<file path="src/rtl/unit1_issue_fifo_pkg.sv">
// Shared core definitions: opcode constants, instruction/operand field layouts
// and the result-bus wakeup helper used by the issue queue entries.
package unit1_issue_fifo_pkg;

  localparam int PC_W    = 14;
  localparam int OPE_W   = 6;
  localparam int DD_W    = 6;
  localparam int IMM_W   = 16;
  localparam int OPR_W   = 5;
  localparam int CTRL_W  = 4;
  localparam int VAL_W   = 32;
  localparam int TAG_W   = 6;
  localparam int COUNT_W = 4;

  localparam logic [OPE_W-1:0] OPE_NOP = 6'b000000;
  localparam logic [OPE_W-1:0] OPE_ADD = 6'b001100;

  typedef struct packed {
    logic [PC_W-1:0]   pc;
    logic [OPE_W-1:0]  ope;
    logic [DD_W-1:0]   dd;
    logic [IMM_W-1:0]  imm;
    logic [OPR_W-1:0]  opr;
    logic [CTRL_W-1:0] ctrl;
  } instr_t;

  typedef struct packed {
    logic              rdy;
    logic [TAG_W-1:0]  tag;
    logic [VAL_W-1:0]  val;
  } opnd_t;

  // A waiting operand captures the first matching result bus; wb0 has priority.
  function automatic opnd_t wake_opnd(
    input opnd_t             cur,
    input logic [TAG_W-1:0]  wb0_addr,
    input logic [VAL_W-1:0]  wb0_val,
    input logic [TAG_W-1:0]  wb1_addr,
    input logic [VAL_W-1:0]  wb1_val
  );
    opnd_t res;
    res = cur;
    if (cur.rdy) begin
      res = cur;
    end else if ((wb0_addr != {TAG_W{1'b0}}) && (wb0_addr == cur.tag)) begin
      res.rdy = 1'b1;
      res.val = wb0_val;
    end else if ((wb1_addr != {TAG_W{1'b0}}) && (wb1_addr == cur.tag)) begin
      res.rdy = 1'b1;
      res.val = wb1_val;
    end else begin
      res = cur;
    end
    return res;
  endfunction

endpackage

</file>
<file path="src/rtl/unit1_iq_entry.sv">
// One issue-queue slot: instruction fields plus two operands that wake up
// from the result buses while waiting, including on the enqueue edge.
module unit1_iq_entry
  import unit1_issue_fifo_pkg::*;
(
  input  logic             clk,
  input  logic             rst,
  input  logic             clr,
  input  logic             load,
  input  logic             pop,
  input  instr_t           enq_instr,
  input  opnd_t            enq_ds,
  input  opnd_t            enq_dt,
  input  logic [TAG_W-1:0] wb0_addr,
  input  logic [VAL_W-1:0] wb0_val,
  input  logic [TAG_W-1:0] wb1_addr,
  input  logic [VAL_W-1:0] wb1_val,
  output logic             valid,
  output instr_t           instr,
  output logic             ds_rdy,
  output logic [VAL_W-1:0] ds_val,
  output logic             dt_rdy,
  output logic [VAL_W-1:0] dt_val
);

  logic   valid_r;
  instr_t instr_r;
  opnd_t  ds_r;
  opnd_t  dt_r;

  // Slot state: clear, fill, release or wake waiting operands.
  always_ff @(posedge clk) begin
    if (rst || clr) begin
      valid_r <= 1'b0;
      instr_r <= '0;
      ds_r    <= '0;
      dt_r    <= '0;
    end else if (load) begin
      valid_r <= 1'b1;
      instr_r <= enq_instr;
      ds_r    <= wake_opnd(enq_ds, wb0_addr, wb0_val, wb1_addr, wb1_val);
      dt_r    <= wake_opnd(enq_dt, wb0_addr, wb0_val, wb1_addr, wb1_val);
    end else if (pop) begin
      valid_r <= 1'b0;
    end else if (valid_r) begin
      ds_r    <= wake_opnd(ds_r, wb0_addr, wb0_val, wb1_addr, wb1_val);
      dt_r    <= wake_opnd(dt_r, wb0_addr, wb0_val, wb1_addr, wb1_val);
    end else begin
      valid_r <= valid_r;
    end
  end

  assign valid  = valid_r;
  assign instr  = instr_r;
  assign ds_rdy = ds_r.rdy;
  assign ds_val = ds_r.val;
  assign dt_rdy = dt_r.rdy;
  assign dt_val = dt_r.val;

endmodule

</file>
<file path="src/rtl/unit1_issue_fifo.sv">
// In-order issue queue between decode and execute: circular buffer of
// unit1_iq_entry slots, head-only issue into a registered issue slot.
module unit1_issue_fifo
  import unit1_issue_fifo_pkg::*;
#(
  parameter int DEPTH = 4
) (
  input  logic               clk,
  input  logic               rst,
  input  logic               enq_valid,
  output logic               enq_ready,
  input  logic [PC_W-1:0]    enq_pc,
  input  logic [OPE_W-1:0]   enq_ope,
  input  logic [DD_W-1:0]    enq_dd,
  input  logic [IMM_W-1:0]   enq_imm,
  input  logic [OPR_W-1:0]   enq_opr,
  input  logic [CTRL_W-1:0]  enq_ctrl,
  input  logic               enq_ds_rdy,
  input  logic               enq_dt_rdy,
  input  logic [VAL_W-1:0]   enq_ds_val,
  input  logic [VAL_W-1:0]   enq_dt_val,
  input  logic [TAG_W-1:0]   enq_ds_tag,
  input  logic [TAG_W-1:0]   enq_dt_tag,
  input  logic [TAG_W-1:0]   wb0_addr,
  input  logic [VAL_W-1:0]   wb0_val,
  input  logic [TAG_W-1:0]   wb1_addr,
  input  logic [VAL_W-1:0]   wb1_val,
  input  logic [6:0]         busy,
  input  logic               flush,
  output logic [PC_W-1:0]    pc,
  output logic [OPE_W-1:0]   ope,
  output logic [VAL_W-1:0]   ds_val,
  output logic [VAL_W-1:0]   dt_val,
  output logic [DD_W-1:0]    dd,
  output logic [IMM_W-1:0]   imm,
  output logic [OPR_W-1:0]   opr,
  output logic [CTRL_W-1:0]  ctrl,
  output logic [COUNT_W-1:0] count
);

  localparam int PTR_W = (DEPTH > 1) ? $clog2(DEPTH) : 1;

  logic [PTR_W-1:0]   head_r;
  logic [PTR_W-1:0]   tail_r;
  logic [COUNT_W-1:0] count_r;
  logic               enq_ready_r;
  instr_t             out_instr_r;
  logic [VAL_W-1:0]   out_ds_val_r;
  logic [VAL_W-1:0]   out_dt_val_r;

  logic               valid_s  [DEPTH];
  instr_t             instr_s  [DEPTH];
  logic               ds_rdy_s [DEPTH];
  logic [VAL_W-1:0]   ds_val_s [DEPTH];
  logic               dt_rdy_s [DEPTH];
  logic [VAL_W-1:0]   dt_val_s [DEPTH];

  instr_t             enq_instr_s;
  opnd_t              enq_ds_s;
  opnd_t              enq_dt_s;
  logic               do_enq_s;
  logic               do_issue_s;
  logic [COUNT_W-1:0] count_next_s;

  // Enqueue/issue decisions use only stored ready flags, so a wakeup never bypasses into issue.
  always_comb begin
    enq_instr_s  = '{pc: enq_pc, ope: enq_ope, dd: enq_dd, imm: enq_imm, opr: enq_opr, ctrl: enq_ctrl};
    enq_ds_s     = '{rdy: enq_ds_rdy, tag: enq_ds_tag, val: enq_ds_val};
    enq_dt_s     = '{rdy: enq_dt_rdy, tag: enq_dt_tag, val: enq_dt_val};
    do_enq_s     = enq_valid && enq_ready_r && !flush;
    do_issue_s   = valid_s[head_r] && ds_rdy_s[head_r] && dt_rdy_s[head_r] &&
                   (busy == 7'b0000000) && !flush;
    count_next_s = count_r;
    case ({do_enq_s, do_issue_s})
      2'b10:   count_next_s = count_r + 4'd1;
      2'b01:   count_next_s = count_r - 4'd1;
      default: count_next_s = count_r;
    endcase
  end

  for (genvar i = 0; i < DEPTH; i++) begin : g_entry
    unit1_iq_entry u_entry (
      .clk       (clk),
      .rst       (rst),
      .clr       (flush),
      .load      (do_enq_s && (tail_r == PTR_W'(i))),
      .pop       (do_issue_s && (head_r == PTR_W'(i))),
      .enq_instr (enq_instr_s),
      .enq_ds    (enq_ds_s),
      .enq_dt    (enq_dt_s),
      .wb0_addr  (wb0_addr),
      .wb0_val   (wb0_val),
      .wb1_addr  (wb1_addr),
      .wb1_val   (wb1_val),
      .valid     (valid_s[i]),
      .instr     (instr_s[i]),
      .ds_rdy    (ds_rdy_s[i]),
      .ds_val    (ds_val_s[i]),
      .dt_rdy    (dt_rdy_s[i]),
      .dt_val    (dt_val_s[i])
    );
  end

  // Pointers, occupancy, registered ready and the issue slot (bubble when nothing issues).
  always_ff @(posedge clk) begin
    if (rst) begin
      head_r       <= '0;
      tail_r       <= '0;
      count_r      <= 4'd0;
      enq_ready_r  <= 1'b0;
      out_instr_r  <= '0;
      out_ds_val_r <= 32'd0;
      out_dt_val_r <= 32'd0;
    end else if (flush) begin
      head_r       <= '0;
      tail_r       <= '0;
      count_r      <= 4'd0;
      enq_ready_r  <= 1'b1;
      out_instr_r  <= '0;
      out_ds_val_r <= 32'd0;
      out_dt_val_r <= 32'd0;
    end else begin
      if (do_enq_s) begin
        tail_r <= tail_r + PTR_W'(1);
      end
      count_r     <= count_next_s;
      enq_ready_r <= (count_next_s < COUNT_W'(DEPTH));
      if (do_issue_s) begin
        head_r       <= head_r + PTR_W'(1);
        out_instr_r  <= instr_s[head_r];
        out_ds_val_r <= ds_val_s[head_r];
        out_dt_val_r <= dt_val_s[head_r];
      end else begin
        out_instr_r  <= '0;
        out_ds_val_r <= 32'd0;
        out_dt_val_r <= 32'd0;
      end
    end
  end

  assign enq_ready = enq_ready_r;
  assign count     = count_r;
  assign pc        = out_instr_r.pc;
  assign ope       = out_instr_r.ope;
  assign dd        = out_instr_r.dd;
  assign imm       = out_instr_r.imm;
  assign opr       = out_instr_r.opr;
  assign ctrl      = out_instr_r.ctrl;
  assign ds_val    = out_ds_val_r;
  assign dt_val    = out_dt_val_r;

endmodule

</file>
<file path="config.mk">
export PLATFORM = sky130hd
export DESIGN_NAME = unit1_issue_fifo
export DESIGN_NICKNAME = d
export VERILOG_FILES = /design/src/rtl/unit1_issue_fifo_pkg.sv /design/src/rtl/unit1_iq_entry.sv /design/src/rtl/unit1_issue_fifo.sv
export SDC_FILE = /design/constraint.sdc
export NUM_CORES = 2
export LEC_CHECK = 0
export BUFFER_PORTS_ARGS = -buffer_cell sky130_fd_sc_hd__buf_2
export CORE_MARGIN = 1.5
export CORE_UTILIZATION = 45
export CTS_CLUSTER_SIZE = 10
export DETAILED_ROUTE_END_ITERATION = 16
export HOLD_SLACK_MARGIN = 0.06
export PLACE_DENSITY = 0.73
export SLEW_MARGIN = 20
export SYNTH_ARGS = -nofsm -noshare
export SYNTH_HDL_FRONTEND = slang
export SYNTH_SLANG_ARGS = --single-unit
</file>
<file path="constraint.sdc">
create_clock -name clk -period 2.6 [get_ports clk]
set_input_delay 0.26 -clock clk [delete_from_list [all_inputs] [get_ports clk]]
set_output_delay 0.26 -clock clk [all_outputs]
set_load 0.02 [all_outputs]
</file>
Yosys cells after proc, flatten, opt, wreduce, memory -nomap -nowiden
Cells that the tools add are included.
{"block": "op_classes", "n_addsub": 4, "order_cmp": 2, "n_eq_ne": 40, "muxes": 102, "n_bitwise": 2, "reduce_logical": 71}
{"cell": "$mux W39", "n": 34}
{"cell": "$mux W32", "n": 24}
{"cell": "$bmux W32 S2", "n": 2}
{"cell": "$eq A6 B6 Y1", "n": 20}
{"cell": "$bmux W51 S2", "n": 1}
{"cell": "$mux W51", "n": 2}
{"cell": "$mux W1", "n": 35}
{"cell": "$logic_and A1 B1 Y1", "n": 34}
{"cell": "$reduce_and A4 Y1", "n": 8}
{"cell": "$ne A2 B1 Y1 const B", "n": 12}
{"cell": "$reduce_bool A3 Y1", "n": 8}
{"cell": "$reduce_bool A2 Y1", "n": 8}
{"cell": "$reduce_bool A6 Y1", "n": 2}
{"cell": "$eq A2 B2 Y1 const B", "n": 5}
{"cell": "$pmux W4 S2", "n": 1}
{"cell": "$reduce_and A2 Y1", "n": 4}
{"cell": "$logic_not A7 Y1", "n": 1}
{"cell": "$bmux W1 S2", "n": 3}
{"cell": "$eq A2 B1 Y1 const B", "n": 3}
{"cell": "$add A2 B1 Y2 const B", "n": 2}
{"cell": "$add A4 B1 Y4 const B", "n": 1}
{"cell": "$logic_not A2 Y1", "n": 2}
{"cell": "$lt A4 B3 Y1 const B", "n": 1}
{"cell": "$sub A4 B1 Y4 const B", "n": 1}
{"cell": "other kinds (7)", "n": 7}
{"block": "word_totals", "regBits": 644, "input_bits": 216, "out_inout_bits": 120, "elab_cells": 285}

Depth between registers and ports, before layout
{"block": "logic_depth", "ltp_word": 12, "mapped_depth": 13, "ltp_nobuf": 10}

Modules after synthesis
Synthesis repeated with hierarchy kept, for this count alone.
{"block": "unflattened", "cells_unflattened": 4566, "hier_area_um2": 40885.5}
{"mod": "unit1_iq_entry", "n_inst": 4, "cells_per_inst": 1025, "area_each_um2": 8593.2, "seq_area_each_um2": 2602.5}
{"mod": "unit1_issue_fifo", "n_inst": 1, "cells_per_inst": 466, "area_each_um2": 6512.5, "seq_area_each_um2": 2482.4}

Least setup slack after synthesis
No wires, ideal clock.
{"block": "synth_timing", "kind": "register -> register", "startpoint": "register head_r[1]", "endpoint": "register g_entry[0].u_entry.ds_r (netlist bit g_entry[0].u_entry.ds_val[23])", "setup_time_ps": 138, "arrival_ps": 2733, "required_ps": 2462, "slack_ps": -271, "stages_incl_launch_ff": 14, "path_buffers": 6, "synth_period_minus_slack_ps": 2871, "path_cell_list": "dfxtp_1 > clkbuf_1 > buf_2 > buf_2 > buf_2 > inv_1 > ha_1 > inv_1 > o41ai_1 > or3b_1 > buf_4 > buf_4 > nand3_1 > o221ai_1"}
{"block": "synth_between", "elab_chain_cells": 11, "elab_cells_between_ends": 18, "cone_classes": "eq/ne: 1; mux: 9; bitwise: 1; reduce/logical: 7"}
{"item": "from (decl)", "line": "unit1_issue_fifo.sv:43", "source": "logic [PTR_W-1:0] head_r;"}
{"item": "from (signal assigned)", "line": "unit1_issue_fifo.sv:129", "source": "head_r <= head_r + PTR_W'(1);"}
{"item": "$not A2 Y3 (implied by the code)", "line": "unit1_issue_fifo.sv:71", "source": "do_issue_s = valid_s[head_r] && ds_rdy_s[head_r] && dt_rdy_s[head_r] &&"}
{"item": "$bmux W1 S2", "line": "unit1_issue_fifo.sv:71"}
{"item": "$mux W1 (implied by the code) (2 in series)", "line": "unit1_issue_fifo.sv:71"}
{"item": "$logic_and A1 B1 Y1 (3 in series)", "line": "unit1_issue_fifo.sv:71"}
{"item": "$logic_and A1 B1 Y1", "line": "unit1_issue_fifo.sv:72", "source": "(busy == 7'b0000000) && !flush;"}
{"item": "$logic_and A1 B1 Y1 *", "line": "unit1_issue_fifo.sv:87", "source": ".pop (do_issue_s && (head_r == PTR_W'(i))),"}
{"item": "$ne A2 B1 Y1 (no line) *"}
{"item": "$reduce_and A4 Y1 (no line) *"}
{"item": "to (signal assigned)", "line": "unit1_iq_entry.sv:41", "source": "ds_r <= wake_opnd(enq_ds, wb0_addr, wb0_val, wb1_addr, wb1_val);"}
{"item": "to (signal assigned)", "line": "unit1_iq_entry.sv:46", "source": "ds_r <= wake_opnd(ds_r, wb0_addr, wb0_val, wb1_addr, wb1_val);"}
{"item": "to (decl)", "line": "unit1_iq_entry.sv:28", "source": "opnd_t ds_r;"}
Mark *: on every way between the ends. The rest lies on a longest branch, timed or not. The select of a mux whose other input is x is not followed.
A chain may end at the register's enable or synchronous reset.

Final worst setup path
{"block": "layout_timing", "startpoint": "register head_r[0]", "endpoint": "register enq_ready_r (netlist: enq_ready)"}
{"block": "layout_between", "elab_chain_cells": 12, "elab_cells_between_ends": 19, "cone_classes": "order compare: 1; eq/ne: 2; mux: 11; bitwise: 1; reduce/logical: 4"}
{"item": "$not A2 Y3 (implied by the code) *", "line": "unit1_issue_fifo.sv:71"}
{"item": "$bmux W1 S2", "line": "unit1_issue_fifo.sv:71"}
{"item": "$mux W1 (implied by the code) (2 in series)", "line": "unit1_issue_fifo.sv:71"}
{"item": "$logic_and A1 B1 Y1", "line": "unit1_issue_fifo.sv:71"}
{"item": "$logic_and A1 B1 Y1 * (2 in series)", "line": "unit1_issue_fifo.sv:71"}
{"item": "$logic_and A1 B1 Y1 *", "line": "unit1_issue_fifo.sv:72"}
{"item": "$eq A2 B1 Y1 / $eq A2 B2 Y1 (equally long branches)", "line": "unit1_issue_fifo.sv:74", "source": "case ({do_enq_s, do_issue_s})"}
{"item": "$pmux W4 S2 *", "line": "unit1_issue_fifo.sv:74"}
{"item": "$lt A4 B3 Y1 *", "line": "unit1_issue_fifo.sv:127", "source": "enq_ready_r <= (count_next_s < COUNT_W'(DEPTH));"}
{"item": "$mux W1 *", "line": "unit1_issue_fifo.sv:114", "source": "end else if (flush) begin"}
{"item": "to (signal assigned)", "line": "unit1_issue_fifo.sv:127"}
{"item": "to (decl)", "line": "unit1_issue_fifo.sv:46", "source": "logic enq_ready_r;"}
Marked as above.

==> impl_metrics.csv <==
group,metric,value,unit
status,status,"completed",
setup_path,cp_top_family,"simple AND/OR/NAND/NOR gates",
drt,top_layer_used,"met5",
synthesis,synth_nets,3759,
sta,period_needed,2.47,ns
setup_path,crit_fanout,4,
setup_path,critPathKind,"flip-flop to flip-flop",
sta,fin_crit_sh,0.951,
power_and_ir_drop,power_density,567,nW/um^2
grt,grt-ovfl-total,0,
clocking,clockBufferDepth,3,
setup_path,start_kind,"flip-flop",
place,hpwl,65.4,mm
hold_path,hold_class,"input pin to flip-flop",
synthesis,yosysMostFrequentCell,"nand2_1",
setup_path,worstPathRequired,3.14,ns
clocking,cts_tree,"yes",
synthesis,synthTopCellsByArea,"dfxtp_1 (39%), nand2_1 (8.9%), mux4_2 (7.9%)",
drt,dr.pass1.iters,6,
sta,hold_violations,0,
synthesis,synth_area,32700,um^2
setup_path,crit_buf_inv,1,
synthesis,yosysTopAreaCell,"dfxtp_1",
grt,grt_pass1_vias,28700,
synthesis,ys.flop_type,"dfxtp_1",
setup_path,crit_arrival,3.01,ns
drt,antenna_left,0,
place,dp.cells,4531,
synthesis,ys_warn_count,0,
floorplanning,start_util,0.456,
drt,drt_iter0_drc,3264,
power_and_ir_drop,p_total,22.1,mW
sta,finalClockSkew,0.0288,ns
floorplanning,die_area,74300,um^2
clocking,clock-sinks,644,
synthesis,ys_types,55,
final_layout,final_nets,3997,
synthesis,synth_seq_area_share,0.394,
synthesis,avgSynthCellArea,9.25,um^2
place,io_buffers,335,
place,gp_congestion,0.870,
clocking,cts_root_buffer,"clkbuf_16",
grt,grt_pass1_wl,168,mm
sta,max_freq,0.404,GHz
final_layout,fill_cells,6277,
floorplanning,core_area,71700,um^2
setup_path,worstPathCellList,"buf_4 -> nand4b_1 -> nand3_1 -> nand4_1 -> xnor2_1 -> ha_1 -> a21oi_1 -> nor2_1 -> mux2i_1 -> mux2_2 -> a211oi_1",
synthesis,async_reset_ff_frac,0,
place,place_area,35400,um^2
sta,rsz0062_at_grt,"false",
grt,antenna_found_initial,9,
synthesis,synthDominantCellAreaShare,0.394,
drt,drt-total-wl,110,mm
drt,num_vias,29200,
floorplanning,io_pins,336,
sta,setup_viol,0,
floorplanning,die_h,273,um
clocking,clk_pin_slew,0.06,ns
synthesis,ys_seq_elements,644,
place,place_ws,-0.0754,ns
synthesis,synthCells,3533,
drt,drc,0,
grt,grt_max_degree,177,
final_layout,area_growth,18.9,%
drt,drt-met1-wl,43.9,mm
sta,slew_viol_final,0,
setup_path,worstSetupEndpointType,"flip-flop",
drt,wl_per_cell,23.0,um
clocking,htreeDepth,3,
final_layout,drive_above_1_share,0.268,
clocking,clk_latency,0.65,ns
sta,layout_setup_ws,0.126,ns
grt,grt_use_total,0.287,
drt,viasPerCell,6.14,
power_and_ir_drop,vdd_ir_drop_max,0.520,mV
final_layout,layoutNonFillerInstCount,4760,
sta,max_slew_margin,0.337,
power_and_ir_drop,p_leak,13.3,nW
setup_path,max_stage_delay,0.36,ns
final_layout,final_area,38900,um^2
sta,setup_tns,0,ns
sta,worst-slew-pin-transition,0.994,ns
job,cap_violations,0,
synthesis,yosys-top-cells-count,"nand2_1 (774), dfxtp_1 (644), a21oi_1 (265)",
drt,dr_wl_met3,9.71,mm
clocking,cts-buffers-inserted,78,
setup_path,crit_slowest_cell,"mux2_2",
drt,route.met2.wl,51.8,mm
synthesis,synth_edf_count,0,
floorplanning,die_w,273,um
floorplanning,rows,98,
==> cell usage in the layout, fill, tap and decap left out, types with 21 or more instances in the layout <==
cell type / instances
mux4_2: 115
nand2_1: 766
o22ai_2: 58
nand4_1: 21
dlygate4sd3_1: 110
xnor2_1: 101
buf_12: 59
clkbuf_16: 78
buf_2: 335
o221ai_1: 240
buf_4: 74
nand3_1: 258
o22a_1: 64
a21oi_1: 261
mux2_2: 205
dfxtp_1: 642
xor2_1: 24
mux2_1: 52
nor2b_1: 117
==> flip-flops by register name, indices dropped and copies added (netlist names), 4 cells and up <==
name                    count
pc                         14
g_entry.u_entry.dt_val    128
g_entry.u_entry.instr     204
dd                          6
count                       4
ctrl                        4
dt_val                     32
ope                         6
g_entry.u_entry.ds_rdy      4
g_entry.u_entry.ds_r       24
imm                        16
g_entry.u_entry.valid       4
g_entry.u_entry.dt_r       24
g_entry.u_entry.dt_rdy      4
g_entry.u_entry.ds_val    128
ds_val                     32
opr                         5
==> layer usage <==
metal,track usage,vias to the layer above
li1,-,13200
met4,0.120,2
met2,0.477,1614
met1,0.369,14100
met3,0.0488,313
met5,0,-
==> stage by stage <==
stage | hold slack [ns] | util
after floorplan | 0.333 | -
after global placement | 0.439 | 0.494
after detailed placement | 0.445 | 0.494
after CTS | 0.0606 | 0.542
after global routing | 0.0704 | 0.542
final | 0.0755 | 0.542
==> worst reg2reg max path, delay by kind of cell, from the launching register on <==
kind,cells,cell delay [ns]
buffers and inverters,1,0.15
muxes,2,0.57
AOI/OAI and AO/OA,2,0.32
DFF,1,0.35
and+or+nand+nor,4,0.63
adders and majority gates,1,0.18
xor gates and xnor gates,1,0.18
==> where the power goes <==
group          internal [mW]  total, mW  switching (mW)
clock                   5.85       10.2            4.38
sequential              9.90       9.92          0.0201
combinational          0.764       1.90            1.14
total                   16.5       22.1            5.54
==> logic make-up after synthesis <==
kind of cell | count (synthesis) | synth area share
adders and majority gates | 10 | 0.00383
xor gates and xnor gates | 125 | 0.0335
muxes | 374 | 0.168
and+or+nand+nor | 1256 | 0.171
DFF | 644 | 0.394
AOI/OAI and AO/OA | 695 | 0.167
buffers and inverters | 429 | 0.0625
==> layout make-up <==
cell class,count,area [um^2],area share
Multi-Input combinational cell,2460,17900,0.460
Sequential cell,644,12900,0.332
Timing Repair Buffer,579,4530,0.116
Clock buffer,98,2090,0.0537
Tap cell,950,1190,0.0306
Clock inverter,13,231,0.00595
Inverter,8,30.0,0.000772
Antenna cell,8,20.0,0.000515
==> what timing repair did <==
action                                  4_1_cts  5_1_grt
endpoints found under the setup margin       61       56
hold buffers                                110        0
resized for setup                             1        5
buffers inserted                              0        0
endpoints found under the hold margin       405        0
==> path summary, 6_finish.rpt <==
| path | startpoint | end | slack (ns) | depth (start not counted) |
|---|---|---|---|---|
| worst min register to register | g_entry[3].u_entry.instr[5] | g_entry[3].u_entry.instr[5] | 0.45 | 2 |
| worst min-delay path | enq_dt_val[27] | g_entry[0].u_entry.dt_val[27] | 0.08 | 3 |
| worst max-delay path | head_r[0] | enq_ready | 0.13 | 11 |
| worst max register to register | head_r[0] | enq_ready | 0.13 | 11 |
(Power assumes the default switching activity.)
